[config.mk]
export PLATFORM = sky130hd
export DESIGN_NAME = butterfly_sequencer
export DESIGN_NICKNAME = d
export VERILOG_FILES = /design/src/rtl/butterfly_sequencer.sv
export SDC_FILE = /design/constraint.sdc
export NUM_CORES = 1
export LEC_CHECK = 0
export ABC_AREA = 0
export BUFFER_PORTS_ARGS = -buffer_cell sky130_fd_sc_hd__buf_2
export CORE_MARGIN = 4
export CORE_UTILIZATION = 51
export DETAILED_ROUTE_END_ITERATION = 12
export HOLD_SLACK_MARGIN = 0.02
export PLACE_DENSITY = 0.71
export REMOVE_ABC_BUFFERS = 1
export SLEW_MARGIN = 20
export SYNTH_ARGS = -nofsm -noshare
export SYNTH_HDL_FRONTEND = slang
export SYNTH_SLANG_ARGS = --single-unit
[constraint.sdc]
create_clock -name clk -period 7.1 [get_ports clk]
set_clock_uncertainty 0.2 [all_clocks]
set_input_delay 1.775 -clock clk [delete_from_list [all_inputs] [get_ports clk]]
set_output_delay 1.775 -clock clk [all_outputs]
set_load 0.03 [all_outputs]
[src/rtl/butterfly_sequencer.sv]
// butterfly_sequencer: sequences one radix-2 complex butterfly (y = a + w*b, z = a - w*b) over a register file.
// Optional macro BF_SATURATE_EN: saturate results to DW bits instead of wrapping.
`default_nettype none

module butterfly_sequencer #(
  parameter int DW = 8,
  parameter int AW = 4
) (
  input  logic          clk,
  input  logic          rst,
  input  logic          cal_flag,
  output logic [AW-1:0] rd_addr,
  input  logic [DW-1:0] rd_data,
  output logic [AW-1:0] wr_addr,
  output logic [DW-1:0] wr_data,
  output logic          wr_en,
  output logic          busy,
  output logic          Ready_dis
);

  typedef enum logic [2:0] {
    S_IDLE  = 3'd0,
    S_LOAD  = 3'd1,
    S_MUL   = 3'd2,
    S_SUM   = 3'd3,
    S_WRITE = 3'd4,
    S_DONE  = 3'd5
  } state_t;

  state_t                 r_state;
  logic [2:0]             r_cnt;
  logic signed [DW-1:0]   r_op   [6];
  logic signed [2*DW-1:0] r_prod [4];
  logic [DW-1:0]          r_res  [4];
  logic [AW-1:0]          r_rd_addr;
  logic [AW-1:0]          r_wr_addr;
  logic [DW-1:0]          r_wr_data;
  logic                   r_wr_en;
  logic                   r_busy;
  logic                   r_ready;

  // Operand order by address: 0 Rew, 1 Imw, 2 Reb, 3 Imb, 4 Rea, 5 Ima
  logic signed [DW-1:0]   w_ma;
  logic signed [DW-1:0]   w_mb;
  logic signed [2*DW-1:0] w_prod;

  always_comb begin
    w_ma = r_op[0];
    w_mb = r_op[2];
    case (r_cnt[1:0])
      2'd1: begin w_ma = r_op[1]; w_mb = r_op[3]; end
      2'd2: begin w_ma = r_op[0]; w_mb = r_op[3]; end
      2'd3: begin w_ma = r_op[1]; w_mb = r_op[2]; end
      default: ;
    endcase
  end

  assign w_prod = w_ma * w_mb;

  logic signed [2*DW:0] w_re_full;
  logic signed [2*DW:0] w_im_full;
  logic signed [DW+1:0] w_tr;
  logic signed [DW+1:0] w_ti;
  logic signed [DW+1:0] w_rea_x;
  logic signed [DW+1:0] w_ima_x;
  logic signed [DW+1:0] w_sum [4];
  logic [DW-1:0]        w_red [4];

  assign w_re_full = (2*DW+1)'(r_prod[0]) - (2*DW+1)'(r_prod[1]);
  assign w_im_full = (2*DW+1)'(r_prod[2]) + (2*DW+1)'(r_prod[3]);
  // Dropping the low DW-1 bits is the floor (arithmetic) shift by DW-1
  assign w_tr      = w_re_full[2*DW:DW-1];
  assign w_ti      = w_im_full[2*DW:DW-1];
  assign w_rea_x   = (DW+2)'(r_op[4]);
  assign w_ima_x   = (DW+2)'(r_op[5]);
  assign w_sum[0]  = w_rea_x + w_tr;
  assign w_sum[1]  = w_ima_x + w_ti;
  assign w_sum[2]  = w_rea_x - w_tr;
  assign w_sum[3]  = w_ima_x - w_ti;

  logic w_unused;

  generate
    for (genvar g = 0; g < 4; g++) begin : g_reduce
`ifdef BF_SATURATE_EN
      always_comb begin
        if (w_sum[g][DW+1:DW-1] == '0 || w_sum[g][DW+1:DW-1] == '1)
          w_red[g] = w_sum[g][DW-1:0];
        else if (w_sum[g][DW+1])
          w_red[g] = {1'b1, {(DW-1){1'b0}}};
        else
          w_red[g] = {1'b0, {(DW-1){1'b1}}};
      end
`else
      assign w_red[g] = w_sum[g][DW-1:0];
`endif
    end
  endgenerate

`ifdef BF_SATURATE_EN
  assign w_unused = ^{w_re_full[DW-2:0], w_im_full[DW-2:0]};
`else
  assign w_unused = ^{w_re_full[DW-2:0], w_im_full[DW-2:0],
                      w_sum[0][DW+1:DW], w_sum[1][DW+1:DW],
                      w_sum[2][DW+1:DW], w_sum[3][DW+1:DW]};
`endif

  always_ff @(posedge clk or posedge rst) begin
    if (rst) begin
      r_state   <= S_IDLE;
      r_cnt     <= '0;
      r_rd_addr <= '0;
      r_wr_addr <= '0;
      r_wr_data <= '0;
      r_wr_en   <= 1'b0;
      r_busy    <= 1'b0;
      r_ready   <= 1'b0;
      for (int i = 0; i < 6; i++) r_op[i] <= '0;
      for (int i = 0; i < 4; i++) begin
        r_prod[i] <= '0;
        r_res[i]  <= '0;
      end
    end else begin
      case (r_state)
        S_IDLE: begin
          if (cal_flag) begin
            r_state   <= S_LOAD;
            r_cnt     <= '0;
            r_rd_addr <= '0;
            r_busy    <= 1'b1;
          end
        end
        S_LOAD: begin
          // Read data lags the address by one cycle
          if (r_cnt != 3'd0) r_op[r_cnt - 3'd1] <= rd_data;
          if (r_cnt == 3'd6) begin
            r_state   <= S_MUL;
            r_cnt     <= '0;
            r_rd_addr <= '0;
          end else begin
            r_cnt     <= r_cnt + 3'd1;
            r_rd_addr <= (r_cnt < 3'd5) ? AW'(r_cnt + 3'd1) : '0;
          end
        end
        S_MUL: begin
          r_prod[r_cnt[1:0]] <= w_prod;
          if (r_cnt == 3'd3) begin
            r_state <= S_SUM;
            r_cnt   <= '0;
          end else begin
            r_cnt <= r_cnt + 3'd1;
          end
        end
        S_SUM: begin
          for (int i = 0; i < 4; i++) r_res[i] <= w_red[i];
          r_state   <= S_WRITE;
          r_cnt     <= '0;
          r_wr_en   <= 1'b1;
          r_wr_addr <= AW'(6);
          r_wr_data <= w_red[0];
        end
        S_WRITE: begin
          if (r_cnt == 3'd3) begin
            r_state <= S_DONE;
            r_cnt   <= '0;
            r_wr_en <= 1'b0;
            r_busy  <= 1'b0;
            r_ready <= 1'b1;
          end else begin
            r_cnt     <= r_cnt + 3'd1;
            r_wr_addr <= r_wr_addr + AW'(1);
            r_wr_data <= r_res[r_cnt[1:0] + 2'd1];
          end
        end
        S_DONE: begin
          if (!cal_flag) begin
            r_state <= S_IDLE;
            r_ready <= 1'b0;
          end
        end
        default: begin
          r_state <= S_IDLE;
          r_cnt   <= '0;
          r_wr_en <= 1'b0;
          r_busy  <= 1'b0;
          r_ready <= 1'b0;
        end
      endcase
    end
  end

  assign rd_addr   = r_rd_addr;
  assign wr_addr   = r_wr_addr;
  assign wr_data   = r_wr_data;
  assign wr_en     = r_wr_en;
  assign busy      = r_busy;
  assign Ready_dis = r_ready;

endmodule

`default_nettype wire

==> results_dict.tcl <==
set metrics [dict create \
    outcome "finished clean" \
    vias 7464 \
    hpwl_um 17190 \
    post-route-util_pct 56.84 \
    cts_tree "done" \
    clock_latency_ps 430 \
    final_max_slew_viol_count 0 \
    antennaDiodeCount 0 \
    fmax_mhz 156.7 \
    yosys.area.top_type "dfrtp_1" \
    cts_resized 0 \
    die_x_um 154.3 \
    min_from "wr_data[3]" \
    grt_pass1_wl_um 39010 \
    whs_path_depth 2 \
    synth.distinct_cells 53 \
    postSynthAreaPerCell_um2 10.05 \
    yosysTopAreaCellShare_pct 37.38 \
    cts_setup_buffers 0 \
    synth_edf_count 0 \
    fill_cells 1756 \
    ys_async_sr_fraction_pct 100.0 \
    reg2regPathDepth 20 \
    worstHoldPathType "flip-flop to flip-flop" \
    start_kind "flip-flop" \
    core_area_um2 21020 \
    fin_crit_ps 6380 \
    cts_made_buffers 17 \
    placementRows 53 \
    io_pins 30 \
    tns_ps 0 \
    drive_gt1_share_pct 15.02 \
    num-nets-final 1270 \
    synth.ff_latch_count 163 \
    cts_sinks 163 \
    area_delta_synth_final_pct 9.494 \
    first_iter_violations 507 \
    arrival_ps 6450 \
    synth_area_leaders "dfrtp_1 (37%), ha_1 (10%), fa_1 (10%), mux2_2 (6.9%), o21ai_0 (4.7%)" \
    drt-pass1-iter-count 5 \
    worst_pin_slew_ps 1008 \
    syn-cell-area_um2 10910 \
    slew_headroom_pct 32.53 \
    cts_buffer_depth 2 \
    io_buffers 29 \
    grt.total_usage_pct 20.30 \
    gr-total-overflow 0 \
    final_hold_viol_count 0 \
    htreeDepth 4 \
    ys.flop_type "dfrtp_1" \
    root_buffer "clkbuf_16" \
    cts-hold-fix-buffers 0 \
    first_global_vias 7876 \
    drtAntennaViolNets 0 \
    synthTopCellsByCount "dfrtp_1 (163), inv_1 (128), nand2_1 (120), o21ai_0 (102), ha_1 (91)" \
    hold_path_end "wr_data[3]" \
    cp.required_ps 7170 \
    timing.rr.start "r_cnt[0]" \
    place_congestion 0.8748 \
    antenna_found_initial 0 \
    start_util_pct 51.91 \
    vias_per_cell 5.331 \
    fin_crit_sh_pct 89.86 \
    grt_max_degree 74 \
    die_area_um2 23800 \
    rsz0062_at_grt "no" \
    fp.dieH_um 154.3 \
    cp_max_fo 12 \
    syn_inst 1086 \
    reg2reg_to "r_prod[46]" \
    path_clk_slew_ps 70 \
    ys_warn_count 0 \
    seq_area_frac_synth_pct 37.38 \
    setup_viol 0 \
    cap_violations 0 \
    yosysMostFrequentCell "dfrtp_1" \
    endpoint_kind "flip-flop" \
    r2r_setup_slack_ps 720 \
    drt_wl_total_um 22560 \
    wl_per_cell_um 16.11 \
    criticalPathCategory "flip-flop to flip-flop" \
    drc 0 \
]
layer usage:
| layer | up-vias | track usage [%] | wire (µm) |
|---|---|---|---|
| li1 | 3633 | - | - |
| met1 | 3660 | 26.46 | 10120 |
| met2 | 135 | 34.63 | 11150 |
| met3 | 36 | 3.665 | 731 |
| met4 | 0 | 6.308 | 552 |
| met5 | - | 0 | 0 |
final cells by class:
cell class,count,area (µm²),area share [%]
repair buffers,37,205.2,1.717
flip-flops and latches,163,4079,34.14
clock buffers,17,425.4,3.560
well taps,275,344.1,2.880
clock inverters,15,170.2,1.424
inverters,128,485.5,4.063
multi-input cells,765,6240,52.22
worst max-delay path by stage:
stage              from          to  depth (start not counted)
2_1_floorplan       rst   Ready_dis                          1
3_3_place_gp   r_cnt[0]  r_prod[46]                         19
3_5_place_dp   r_cnt[0]  r_prod[30]                         20
4_1_cts        r_cnt[0]  r_prod[30]                         20
5_1_grt        r_cnt[1]  r_prod[30]                         20
6_report       r_cnt[0]  r_prod[46]                         20
kinds of logic after synthesis:
logic type | Yosys count | share of synthesized area (%)
multiplexers | 91 | 9.952
AND/OR/NAND/NOR | 265 | 10.70
adder cells (fa/ha/maj) | 147 | 20.71
AO/OA/AOI/OAI | 200 | 10.59
XOR/XNOR | 62 | 5.228
buffers and inverters | 158 | 5.446
flip-flops | 163 | 37.38
stage by stage:
step	hold slack (ps)	cell area (µm²)	std cells	worst slack (ps)
4_1_cts	280.7	11950	1400	805.9
2_1_floorplan	240.3	10800	1056	720.0
3_5_place_dp	265.7	11350	1368	827.8
6_report	274.5	11950	1400	720.1
3_3_place_gp	256.0	11350	1368	968.1
5_1_grt	300.7	11950	1400	399.1
placed cells by master (no fill, tap or decap), drive strengths merged, types with 2 or more instances in the layout:
master	n
dfrtp	163
or2	15
o21ba	3
mux4	7
nand3	6
or3	2
o31a	2
fa	56
clkbuf	17
a211oi	4
a31oi	3
nand2	120
mux2i	17
xnor3	2
nor2b	6
nor3	4
o21bai	8
xnor2	32
o31ai	2
clkinv	5
buf	37
xor2	28
a21oi	46
ha	91
a21o	10
inv	135
nand2b	12
mux2	67
and2	8
nor2	80
bufinv	2
o21a	5
o21ai	103
o211ai	3
nand4	4
nand3b	3
sequential cells by signal, indices dropped and copies added (netlist names):
| signal | flops |
|---|---|
| Ready_dis | 1 |
| busy | 1 |
| r_cnt | 3 |
| r_op | 48 |
| r_prod | 60 |
| r_res | 30 |
| r_state | 3 |
| rd_addr | 4 |
| wr_addr | 4 |
| wr_data | 8 |
| wr_en | 1 |
critical path, stage by stage, from the launching register on:
cell and delay, ps:
dfrtp_1 440, inv_1 140, ha_1 650, mux2i_1 700
nor2_1 170, fa_1 570, inv_1 50, fa_1 470
inv_1 50, fa_1 530, inv_1 50, fa_1 530
inv_1 40, ha_1 330, o21a_1 180, o31a_1 120
o221ai_1 220, nor2b_1 240, o21ai_0 140, xor2_1 250
o21ai_0 130
Power is not shown: default switching activity piles up to over one toggle a cycle in this logic, so the estimate is an artifact.
